$ cat config.mk
export PLATFORM = sky130hd
export DESIGN_NAME = emern_poly_frontend_v2
export DESIGN_NICKNAME = d
export VERILOG_FILES = /design/src/rtl/emern_poly_frontend_v2_pkg.sv /design/src/rtl/emern_poly_frontend_v2_spi_rx_shift.sv /design/src/rtl/emern_poly_frontend_v2.sv
export SDC_FILE = /design/constraint.sdc
export NUM_CORES = 1
export LEC_CHECK = 0
export BUFFER_PORTS_ARGS = -buffer_cell sky130_fd_sc_hd__buf_2
export CAP_MARGIN = 25
export CORE_UTILIZATION = 52
export CTS_CLUSTER_DIAMETER = 30
export DETAILED_ROUTE_END_ITERATION = 16
export HOLD_SLACK_MARGIN = 0.12
export PLACE_DENSITY = 0.81
export SLEW_MARGIN = 10
export SYNTH_ARGS = -nofsm -noshare
export SYNTH_HDL_FRONTEND = slang
export SYNTH_SLANG_ARGS = --single-unit
$ cat constraint.sdc
create_clock -name clk -period 2.2 [get_ports clk]
set_clock_uncertainty 0.2 [all_clocks]
set_input_delay 0.22 -clock clk [delete_from_list [all_inputs] [get_ports clk]]
set_output_delay 0.22 -clock clk [all_outputs]
set_load 0.005 [all_outputs]
$ cat src/rtl/emern_poly_frontend_v2_pkg.sv
// Shared constants, opcodes and command decode for the polygon SPI frontend.
package emern_poly_frontend_v2_pkg;

   localparam int N_POLY_DEF = 4;
   localparam int WCOLOR_DEF = 6;
   localparam int WPX_DEF    = 7;
   localparam int WPY_DEF    = 6;

   localparam logic [1:0] CMD_WRITE_PFX = 2'b10;
   localparam logic [1:0] CMD_CLEAR_PFX = 2'b01;
   localparam logic [7:0] CMD_SET_BG    = 8'h01;
   localparam logic [7:0] CMD_COMMIT    = 8'h02;
   localparam logic [7:0] CMD_CLR_ERR   = 8'h03;

   typedef enum logic [2:0] {
      OP_NONE,
      OP_WRITE,
      OP_CLEAR,
      OP_SET_BG,
      OP_COMMIT,
      OP_CLR_ERR,
      OP_BAD
   } op_e;

   function automatic int calc_pw(input int wc, input int wx, input int wy);
      return wc + 3 * wx + 3 * wy;
   endfunction

   function automatic op_e decode_op(input logic [7:0] cmd);
      op_e op;
      unique case (1'b1)
         (cmd[7:6] == CMD_WRITE_PFX): op = OP_WRITE;
         (cmd[7:6] == CMD_CLEAR_PFX): op = OP_CLEAR;
         (cmd == CMD_SET_BG):         op = OP_SET_BG;
         (cmd == CMD_COMMIT):         op = OP_COMMIT;
         (cmd == CMD_CLR_ERR):        op = OP_CLR_ERR;
         default:                     op = OP_BAD;
      endcase
      return op;
   endfunction

endpackage

$ cat src/rtl/emern_poly_frontend_v2_spi_rx_shift.sv
// SPI receive path: pin synchronisers, edge detect, frame shifter, MISO status shifter.
module emern_poly_frontend_v2_spi_rx_shift
   import emern_poly_frontend_v2_pkg::*;
#(
   parameter int FRAME_BITS = 53
) (
   input  logic                  clk,
   input  logic                  rst_n,
   input  logic                  cs_in,
   input  logic                  sck_in,
   input  logic                  mosi_in,
   input  logic                  en_load,
   input  logic [7:0]            status_in,
   output logic                  frame_valid_out,
   output logic [FRAME_BITS-1:0] frame_out,
   output logic                  miso_out
);

   localparam int CW = $clog2(FRAME_BITS + 1);
   localparam logic [CW-1:0] LAST = CW'(FRAME_BITS - 1);
   localparam logic [CW-1:0] FULL = CW'(FRAME_BITS);

   logic [2:0]            cs_q, cs_d;
   logic [2:0]            sck_q, sck_d;
   logic [1:0]            mosi_q, mosi_d;
   logic [CW-1:0]         cnt_q, cnt_d;
   logic [FRAME_BITS-1:0] sr_q, sr_d;
   logic                  fv_q, fv_d;
   logic [7:0]            miso_q, miso_d;

   logic cs_hi;
   logic sck_rise;
   logic sck_fall;
   logic cs_fall;
   logic accept;

   always_comb begin
      cs_d     = {cs_q[1:0], cs_in};
      sck_d    = {sck_q[1:0], sck_in};
      mosi_d   = {mosi_q[0], mosi_in};
      cs_hi    = cs_q[1];
      sck_rise = sck_q[1] & ~sck_q[2];
      sck_fall = ~sck_q[1] & sck_q[2];
      cs_fall  = ~cs_q[1] & cs_q[2];
      accept   = sck_rise & en_load & ~cs_hi & (cnt_q < FULL);
      cnt_d    = cnt_q;
      sr_d     = sr_q;
      fv_d     = 1'b0;
      miso_d   = miso_q;
      if (cs_hi) begin
         cnt_d  = '0;
         sr_d   = '0;
         miso_d = '0;
      end else begin
         // LSB arrives first, so shifting right leaves bit 0 in sr_q[0]
         if (accept) begin
            sr_d  = {mosi_q[1], sr_q[FRAME_BITS-1:1]};
            cnt_d = cnt_q + CW'(1);
            fv_d  = (cnt_q == LAST);
         end
         if (cs_fall) begin
            miso_d = status_in;
         end else if (sck_fall) begin
            miso_d = {1'b0, miso_q[7:1]};
         end
      end
   end

   always_ff @(posedge clk) begin
      if (!rst_n) begin
         cs_q   <= 3'b111;
         sck_q  <= '0;
         mosi_q <= '0;
         cnt_q  <= '0;
         sr_q   <= '0;
         fv_q   <= 1'b0;
         miso_q <= '0;
      end else begin
         cs_q   <= cs_d;
         sck_q  <= sck_d;
         mosi_q <= mosi_d;
         cnt_q  <= cnt_d;
         sr_q   <= sr_d;
         fv_q   <= fv_d;
         miso_q <= miso_d;
      end
   end

   assign frame_valid_out = fv_q;
   assign frame_out       = sr_q;
   assign miso_out        = miso_q[0];

endmodule

$ cat src/rtl/emern_poly_frontend_v2.sv
// Double-buffered SPI command frontend: shadow polygon/background registers
// copied to the active set at a frame boundary after COMMIT.
module emern_poly_frontend_v2
   import emern_poly_frontend_v2_pkg::*;
#(
   parameter int N_POLY = N_POLY_DEF,
   parameter int WCOLOR = WCOLOR_DEF,
   parameter int WPX    = WPX_DEF,
   parameter int WPY    = WPY_DEF
) (
   input  logic                     clk,
   input  logic                     rst_n,
   input  logic                     cs_in,
   input  logic                     sck_in,
   input  logic                     mosi_in,
   output logic                     miso_out,
   input  logic                     en_load,
   input  logic                     frame_start_in,
   output logic [WCOLOR-1:0]        bg_color_out,
   output logic [WCOLOR*N_POLY-1:0] poly_color_out,
   output logic [WPX*N_POLY-1:0]    v0_x_out,
   output logic [WPX*N_POLY-1:0]    v1_x_out,
   output logic [WPX*N_POLY-1:0]    v2_x_out,
   output logic [WPY*N_POLY-1:0]    v0_y_out,
   output logic [WPY*N_POLY-1:0]    v1_y_out,
   output logic [WPY*N_POLY-1:0]    v2_y_out,
   output logic [N_POLY-1:0]        poly_enable_out,
   output logic                     commit_pending_out,
   output logic                     err_out
);

   localparam int PW         = calc_pw(WCOLOR, WPX, WPY);
   localparam int FRAME_BITS = 8 + PW;
   localparam int SW         = PW + 1;
   localparam int OFF_X0     = WCOLOR;
   localparam int OFF_X1     = OFF_X0 + WPX;
   localparam int OFF_X2     = OFF_X1 + WPX;
   localparam int OFF_Y0     = OFF_X2 + WPX;
   localparam int OFF_Y1     = OFF_Y0 + WPY;
   localparam int OFF_Y2     = OFF_Y1 + WPY;
   localparam logic [6:0] N_POLY_W = 7'(N_POLY);

   logic                  frame_valid;
   logic [FRAME_BITS-1:0] frame;
   logic [7:0]            status;
   logic [7:0]            cmd;
   logic [PW-1:0]         payload;
   logic [5:0]            slot;
   op_e                   op;
   logic                  slot_ok;
   logic                  do_write;
   logic                  do_clear;
   logic                  copy;

   logic              pending_q, pending_d;
   logic              err_q, err_d;
   logic [5:0]        fcnt_q, fcnt_d;
   logic [WCOLOR-1:0] bg_sh_q, bg_sh_d;
   logic [WCOLOR-1:0] bg_act_q, bg_act_d;

   emern_poly_frontend_v2_spi_rx_shift #(
      .FRAME_BITS (FRAME_BITS)
   ) u_rx (
      .clk             (clk),
      .rst_n           (rst_n),
      .cs_in           (cs_in),
      .sck_in          (sck_in),
      .mosi_in         (mosi_in),
      .en_load         (en_load),
      .status_in       (status),
      .frame_valid_out (frame_valid),
      .frame_out       (frame),
      .miso_out        (miso_out)
   );

   assign cmd     = frame[7:0];
   assign payload = frame[FRAME_BITS-1:8];
   assign slot    = cmd[5:0];
   assign status  = {fcnt_q, err_q, pending_q};

   always_comb begin
      op        = decode_op(cmd);
      slot_ok   = ({1'b0, slot} < N_POLY_W);
      do_write  = frame_valid & (op == OP_WRITE) & slot_ok;
      do_clear  = frame_valid & (op == OP_CLEAR) & slot_ok;
      copy      = frame_start_in & pending_q;
      pending_d = pending_q;
      err_d     = err_q;
      fcnt_d    = fcnt_q;
      bg_sh_d   = bg_sh_q;
      bg_act_d  = bg_act_q;
      if (copy) begin
         pending_d = 1'b0;
         bg_act_d  = bg_sh_q;
      end
      // a COMMIT landing on a frame_start cycle re-arms for the next frame
      if (frame_valid) begin
         fcnt_d = fcnt_q + 6'd1;
         unique case (op)
            OP_WRITE, OP_CLEAR: if (!slot_ok) err_d = 1'b1;
            OP_SET_BG:          bg_sh_d   = payload[WCOLOR-1:0];
            OP_COMMIT:          pending_d = 1'b1;
            OP_CLR_ERR:         err_d     = 1'b0;
            default:            err_d     = 1'b1;
         endcase
      end
   end

   always_ff @(posedge clk) begin
      if (!rst_n) begin
         pending_q <= 1'b0;
         err_q     <= 1'b0;
         fcnt_q    <= '0;
         bg_sh_q   <= '0;
         bg_act_q  <= '0;
      end else begin
         pending_q <= pending_d;
         err_q     <= err_d;
         fcnt_q    <= fcnt_d;
         bg_sh_q   <= bg_sh_d;
         bg_act_q  <= bg_act_d;
      end
   end

   for (genvar i = 0; i < N_POLY; i++) begin : g_slot
      logic [SW-1:0] sh_q, sh_d;
      logic [SW-1:0] act_q, act_d;

      always_comb begin
         sh_d  = sh_q;
         act_d = act_q;
         if (do_write && slot == 6'(i)) sh_d = {1'b1, payload};
         if (do_clear && slot == 6'(i)) sh_d = '0;
         if (copy) act_d = sh_q;
      end

      always_ff @(posedge clk) begin
         if (!rst_n) begin
            sh_q  <= '0;
            act_q <= '0;
         end else begin
            sh_q  <= sh_d;
            act_q <= act_d;
         end
      end

      assign poly_color_out[i*WCOLOR +: WCOLOR] = act_q[0 +: WCOLOR];
      assign v0_x_out[i*WPX +: WPX] = act_q[OFF_X0 +: WPX];
      assign v1_x_out[i*WPX +: WPX] = act_q[OFF_X1 +: WPX];
      assign v2_x_out[i*WPX +: WPX] = act_q[OFF_X2 +: WPX];
      assign v0_y_out[i*WPY +: WPY] = act_q[OFF_Y0 +: WPY];
      assign v1_y_out[i*WPY +: WPY] = act_q[OFF_Y1 +: WPY];
      assign v2_y_out[i*WPY +: WPY] = act_q[OFF_Y2 +: WPY];
      assign poly_enable_out[i]     = act_q[PW];
   end

   assign bg_color_out       = bg_act_q;
   assign commit_pending_out = pending_q;
   assign err_out            = err_q;

endmodule

# Word-level counts from Yosys, hierarchy flattened
# Cells that the tools add are included.
# op_classes
add_sub_neg	2
multipliers	0
div_mod_pow	0
order_cmp	2
eq_ne	15
shifts	0
n_mux	8
bitwise_logic	17
reduce_logical	20
# ops
cell	n
== test 8 x 2 -> 1 bit, second input constant	2
two-way mux 8 bit	2
case mux 3 bit (5 select lines)	1
OR reduction 2 bit	7
adder 6 x 1 -> 6 bit, second input constant	2
== test 6 x 2 -> 1 bit, second input constant	2
AND 1 bit	11
== test 8 x 1 -> 1 bit, second input constant	1
logical AND 1 bit	8
== test 3 x 2 -> 1 bit, second input constant	2
== test 3 bit, second input constant	2
== test 6 x 1 -> 1 bit, second input constant	1
== test 6 bit, second input constant	1
logical NOT 6 bit	1
< comparator 6 x 3 -> 1 bit, second input constant	1
< comparator 6 bit, second input constant	1
inverter 1 bit	6
two-way mux 1 bit	4
== test 3 x 1 -> 1 bit, second input constant	1
case mux 1 bit (3 select lines)	1
AND reduction 3 bit	1
OR reduction 3 bit	1
== test 2 x 1 -> 1 bit, second input constant	1
== test 2 bit, second input constant	1
other kinds (3)	3
# totals
regBits	464
latch_bits	0
ramBits	0
mem_bits_ro	0
input_bits	7
out_inout_bits	193
elab_cells	84
n_memories	0

# Longest topological paths before layout
# depth
ltp_word	7
mapped_depth	8
mapped_depth_nobuf	6

# By module
# Synthesis repeated with hierarchy kept, for this count alone.
# hier_totals
cells_unflattened	1965
area_unflattened_um2	16837.4
# modules_own_cells
module	n_inst	cells_per_inst	area_each_um2	seq_area_each_um2
emern_poly_frontend_v2	1	1695	13948.4	7767.4
emern_poly_frontend_v2_spi_rx_shift	1	270	2889.0	1521.5

# Worst setup path after synthesis
# OpenSTA, ideal clock, no wires.
# synth_path
kind	reg-to-reg
startpoint	reg u_rx.sr_q[2] (netlist: u_rx.frame_out[2])
endpoint	reg g_slot[0].sh_q[15]
setup_time_ns	0.132
arrival_time_ns	1.859
t_required_ns	1.868
slack_ns	0.009
stages_incl_launch_ff	8
n_path_buf	3
period_less_slack_ns	2.191
path_cell_list	dfxtp_1 > or4_4 > buf_6 > or4_4 > buf_6 > buf_6 > nand2_1 > a21oi_1
# synth_between
elab_chain_len	7
word_cells_on_any_way	15
cone_classes	order compare (1); eq/ne (5); mux (1); bitwise (4); reduce/logical (4)
# synth_rtl
element	line_no	source
from (decl)	emern_poly_frontend_v2_spi_rx_shift.sv:27	logic [FRAME_BITS-1:0] sr_q, sr_d;
from (signal assigned)	emern_poly_frontend_v2_spi_rx_shift.sv:83	sr_q <= sr_d;
== test 8 x 2 -> 1 bit (tied with other cells)	emern_poly_frontend_v2_pkg.sv:36	(cmd == CMD_CLR_ERR): op = OP_CLR_ERR;
case mux 3 bit (5 select lines)	emern_poly_frontend_v2_pkg.sv:31	unique case (1'b1)
== test 3 x 2 -> 1 bit	emern_poly_frontend_v2.sv:85	do_clear = frame_valid & (op == OP_CLEAR) & slot_ok;
AND 1 bit (2 in a row)	emern_poly_frontend_v2.sv:85	
logical AND 1 bit	emern_poly_frontend_v2.sv:133	if (do_clear && slot == 6'(i)) sh_d = '0;
OR reduction 2 bit (no source line)	-	
to (signal assigned)	emern_poly_frontend_v2.sv:139	sh_q <= '0;
to (signal assigned)	emern_poly_frontend_v2.sv:142	sh_q <= sh_d;
to (decl)	emern_poly_frontend_v2.sv:126	logic [SW-1:0] sh_q, sh_d;
# Several ways; a longest one is shown, not always the timed one.
# A chain may end at the register's enable or synchronous reset.

# Worst setup path in the final report
# layout_path
startpoint	reg u_rx.sr_q[2] (netlist: u_rx.frame_out[2])
endpoint	reg g_slot[0].sh_q[19]
# The elaborated chain is that of the path after synthesis.

==> run_results.csv <==
group,metric,value,unit
die,die-area,33300,um2
synth,synth_fa_ha_area_frac,0.00295,
global_routing,grt_pass1_wl,72600,um
clock_network,clockBufferDepth,3,
placement,portBuffers,199,
route,wl,45900,um
layout,area_growth,27.9,%
power,power_density,996,nW/um2
critical_path,arrival,2.49,ns
route,routed_via_density,5.48,
synth,synthSimpleGateAreaFrac,0.213,
clock_network,cts_buffers,82,
worst_hold_path,hold_path.class,"in -> reg",
critical_path,path_cells,"or4_4 -> buf_4 -> nor4_4 -> buf_6 -> nand2_2 -> a21oi_2",
timing,finalCritPeriodShare,0.992,
synth,synthesis.area,16900,um2
synth,synth_enable_flop_cells,0,
critical_path,critPathKind,"reg -> reg",
global_routing,overflow,0,
critical_path,crit_family,"simple AND/OR/NAND/NOR gates",
die,rows,65,
synth,synth_mux_area_frac,0.00473,
power,power.leakage,7.86,nW
layout,n_antenna_cell,0,
layout,drive_above_1_share,0.198,
timing,fin_crit,2.18,ns
synth,synth_xor_area_frac,0.00258,
global_routing,grt_max_degree,90,
global_routing,antenna_found_initial,0,
timing,finalSetupViolCount,0,
critical_path,start_kind,"register",
synth,synth-seq-area-share,0.548,
synth,synth-compound-area-share,0.186,
die,start_util,0.533,
placement,gp_congestion,0.854,
timing,setup-tns-final,0,ns
critical_path,critPathMaxStageDelay,0.58,ns
critical_path,end_kind,"register",
layout,fill_cells,2361,
synth,synth-async-reset-ratio,0,
timing,maxSlewViolCount,0,
route,num_vias,15000,
die,die_h,182,um
synth,netlist_instances,2037,
route,drt_iter0_markers,1356,
timing,max_freq,458,MHz
die,ios,200,
route,ant_nets,0,
clock_network,clk_pin_slew_worst_paths,0.05,ns
placement,dp_hpwl,27900,um
global_routing,grt_usage,0.269,
critical_path,path_buf_inv,2,
global_routing,grt_pass1_vias,14500,
timing,finalHoldViolCount,0,
synth,ys_types,43,
route,drc,0,
layout,fin_nets,2242,
critical_path,crit_fanout,20,
timing,hold_ws,0.181,ns
route,wl_per_cell,16.8,um
status,status,"finished clean",
route,first_pass_iters,7,
timing,tightest_slew,0.577,ns
synth,avgSynthCellArea,8.32,um2
clock_network,clock-root-buffer,"clkbuf_16",
clock_network,cts_tree,"built",
critical_path,slowest_stage,"or4_4",
die,core,31800,um2
clock_network,cts_num_sinks,464,
synth,ys_warn_count,0,
flow_run,max_cap_viol_count,0,
synth,ys_ff_latch,464,
critical_path,required,2.51,ns
synth,synth_top_family_by_area,"simple AND/OR/NAND/NOR gates",
clock_network,htree_levels,3,
synth,synth_nets,2048,
power,worst_ir_drop_vdd,0.793,mV
timing,relSlewSlack,0.615,
die,dieWidth,182,um
clock_network,clkLatencyLatePin,0.59,ns
synth,synthFlopType,"dfxtp_1",
-- metrics by stage --
stage | total power [mW] | std cells | area [um2] | setup WS [ns] | utilization
floorplan | 8.75 | 2037 | 16900 | 0.00900 | -
global placement | 8.84 | 2570 | 18600 | 0.0723 | 0.586
detailed placement | 8.84 | 2570 | 18600 | 0.0426 | 0.586
CTS | 21.7 | 2729 | 21600 | 0.00785 | 0.679
global route | 22.1 | 2733 | 21700 | -0.0359 | 0.681
finish | 21.6 | 2733 | 21700 | 0.0184 | 0.681
-- kinds of logic (layout without fill, tap and decap cells) --
family / after synthesis / count (layout)
simple gates: 883 / 883
buf+inv: 162 / 422
compound gates: 511 / 512
mux: 8 / 8
fa+ha+maj: 4 / 4
flops: 464 / 464
xor+xnor: 5 / 5
-- per-layer routing --
layer  track usage  part of all wire  vias to the layer above
met4         0.120             0.025                        0
met3        0.0487             0.077                       98
met2         0.445              0.48                      632
met1         0.342              0.42                     7132
li1              -                 -                     7114
met5             0                 0                        -
-- report_power, final --
| group | switching, mW | internal [mW] | total, mW |
|---|---|---|---|
| clock | 4.51 | 8.38 | 12.9 |
| combinational | 0.152 | 0.105 | 0.257 |
| sequential | 0.00456 | 8.43 | 8.43 |
| total | 4.67 | 16.9 | 21.6 |
-- layout by cell type (no fill, tap or decap), types with 4 or more instances in the layout --
cell type	netlist	routed
nand2_1	737	734
dfxtp_1	464	464
a21oi_1	228	226
buf_2	24	198
a21boi_0	192	192
clkbuf_16	0	83
nand3_1	65	64
o21ai_0	62	62
buf_12	0	27
buf_4	0	26
nor2_1	20	20
nand2_2	15	17
a21oi_2	10	12
and2_1	12	11
clkbuf_8	0	10
clkinv_2	0	10
inv_6	0	10
clkinv_4	0	10
bufinv_16	0	9
mux2i_1	8	8
clkbuf_1	123	8
dlygate4sd3_1	0	8
a211oi_1	7	7
nand2b_1	6	5
nand4_1	5	5
inv_1	5	5
clkinvlp_4	0	5
buf_6	10	5
ha_1	4	4
-- layout make-up --
class,instances,area [um2],share of cell area
clock buffer,100,2220,0.102
inverter,5,18.8,0.000866
clock inverter,51,653,0.0301
sequential,464,9290,0.429
multi-input combinational,1412,7040,0.325
tap,435,544,0.0251
timing repair buffer,266,1900,0.0878
-- synthesized netlist by cell type, types with 2 or more instances --
cell type / number / share of area
o21ai_0: 62 / 0.018
or3_1: 4 / 0.0015
a211oi_1: 7 / 0.0031
a21oi_2: 10 / 0.0052
or4_4: 2 / 0.0013
a21oi_1: 228 / 0.067
clkbuf_1: 123 / 0.027
ha_1: 4 / 0.0030
xor2_1: 2 / 0.0010
buf_6: 10 / 0.0066
nand3_1: 65 / 0.019
nand2_2: 15 / 0.0055
nand2_1: 737 / 0.16
mux2i_1: 8 / 0.0047
nand4_1: 5 / 0.0018
nor4_1: 2 / 0.00074
dfxtp_1: 464 / 0.55
o21ai_2: 3 / 0.0016
nor2_1: 20 / 0.0044
inv_1: 5 / 0.0011
xnor2_1: 3 / 0.0016
a21boi_0: 192 / 0.085
nand3b_1: 2 / 0.00089
nand2b_1: 6 / 0.0022
and2_1: 12 / 0.0044
nor3_4: 3 / 0.0029
buf_2: 24 / 0.0071
nor2b_1: 4 / 0.0015
-- timing repair --
item,CTS,global route
resized for setup,1,11
endpoints found under the hold margin,193,0
hold buffers,8,0
cloned,0,2
buffers inserted,0,2
setup endpoints to repair,1,52
pin swaps,0,4
-- worst min-delay path, stage by stage --
cell           delay, ns
dlygate4sd3_1       0.52
buf_2               0.09
and2_1              0.11
-- worst paths after layout --
check / start / end / slack (ns) / cells past startpoint
min: sck_in / u_rx.sck_q[0]$_SDFF_PN0_ / 0.18 / 3
max reg2reg: u_rx.frame_out[2]$_SDFFE_PP0P_ / g_slot[0].sh_q[19]$_SDFFE_PP0P_ / 0.02 / 6
max: u_rx.frame_out[2]$_SDFFE_PP0P_ / g_slot[0].sh_q[19]$_SDFFE_PP0P_ / 0.02 / 6
min reg2reg: u_rx.cs_q[0]$_SDFF_PN1_ / u_rx.cs_q[1]$_SDFF_PN1_ / 0.22 / 1
-- sequential cells by signal, summed over array words and instances (netlist names) --
signal and cells:
u_rx.frame_valid_out 1, u_rx.frame_out 53, u_rx.cnt_q 6, g_slot.act_q 184, commit_pending_out 1, g_slot.sh_q 184
fcnt_q 6, u_rx.mosi_q 2, err_out 1, u_rx.miso_q 8, u_rx.cs_q 3, bg_sh_q 6
u_rx.sck_q 3, bg_color_out 6
No activity file was read; power rests on OpenSTA's default activity.
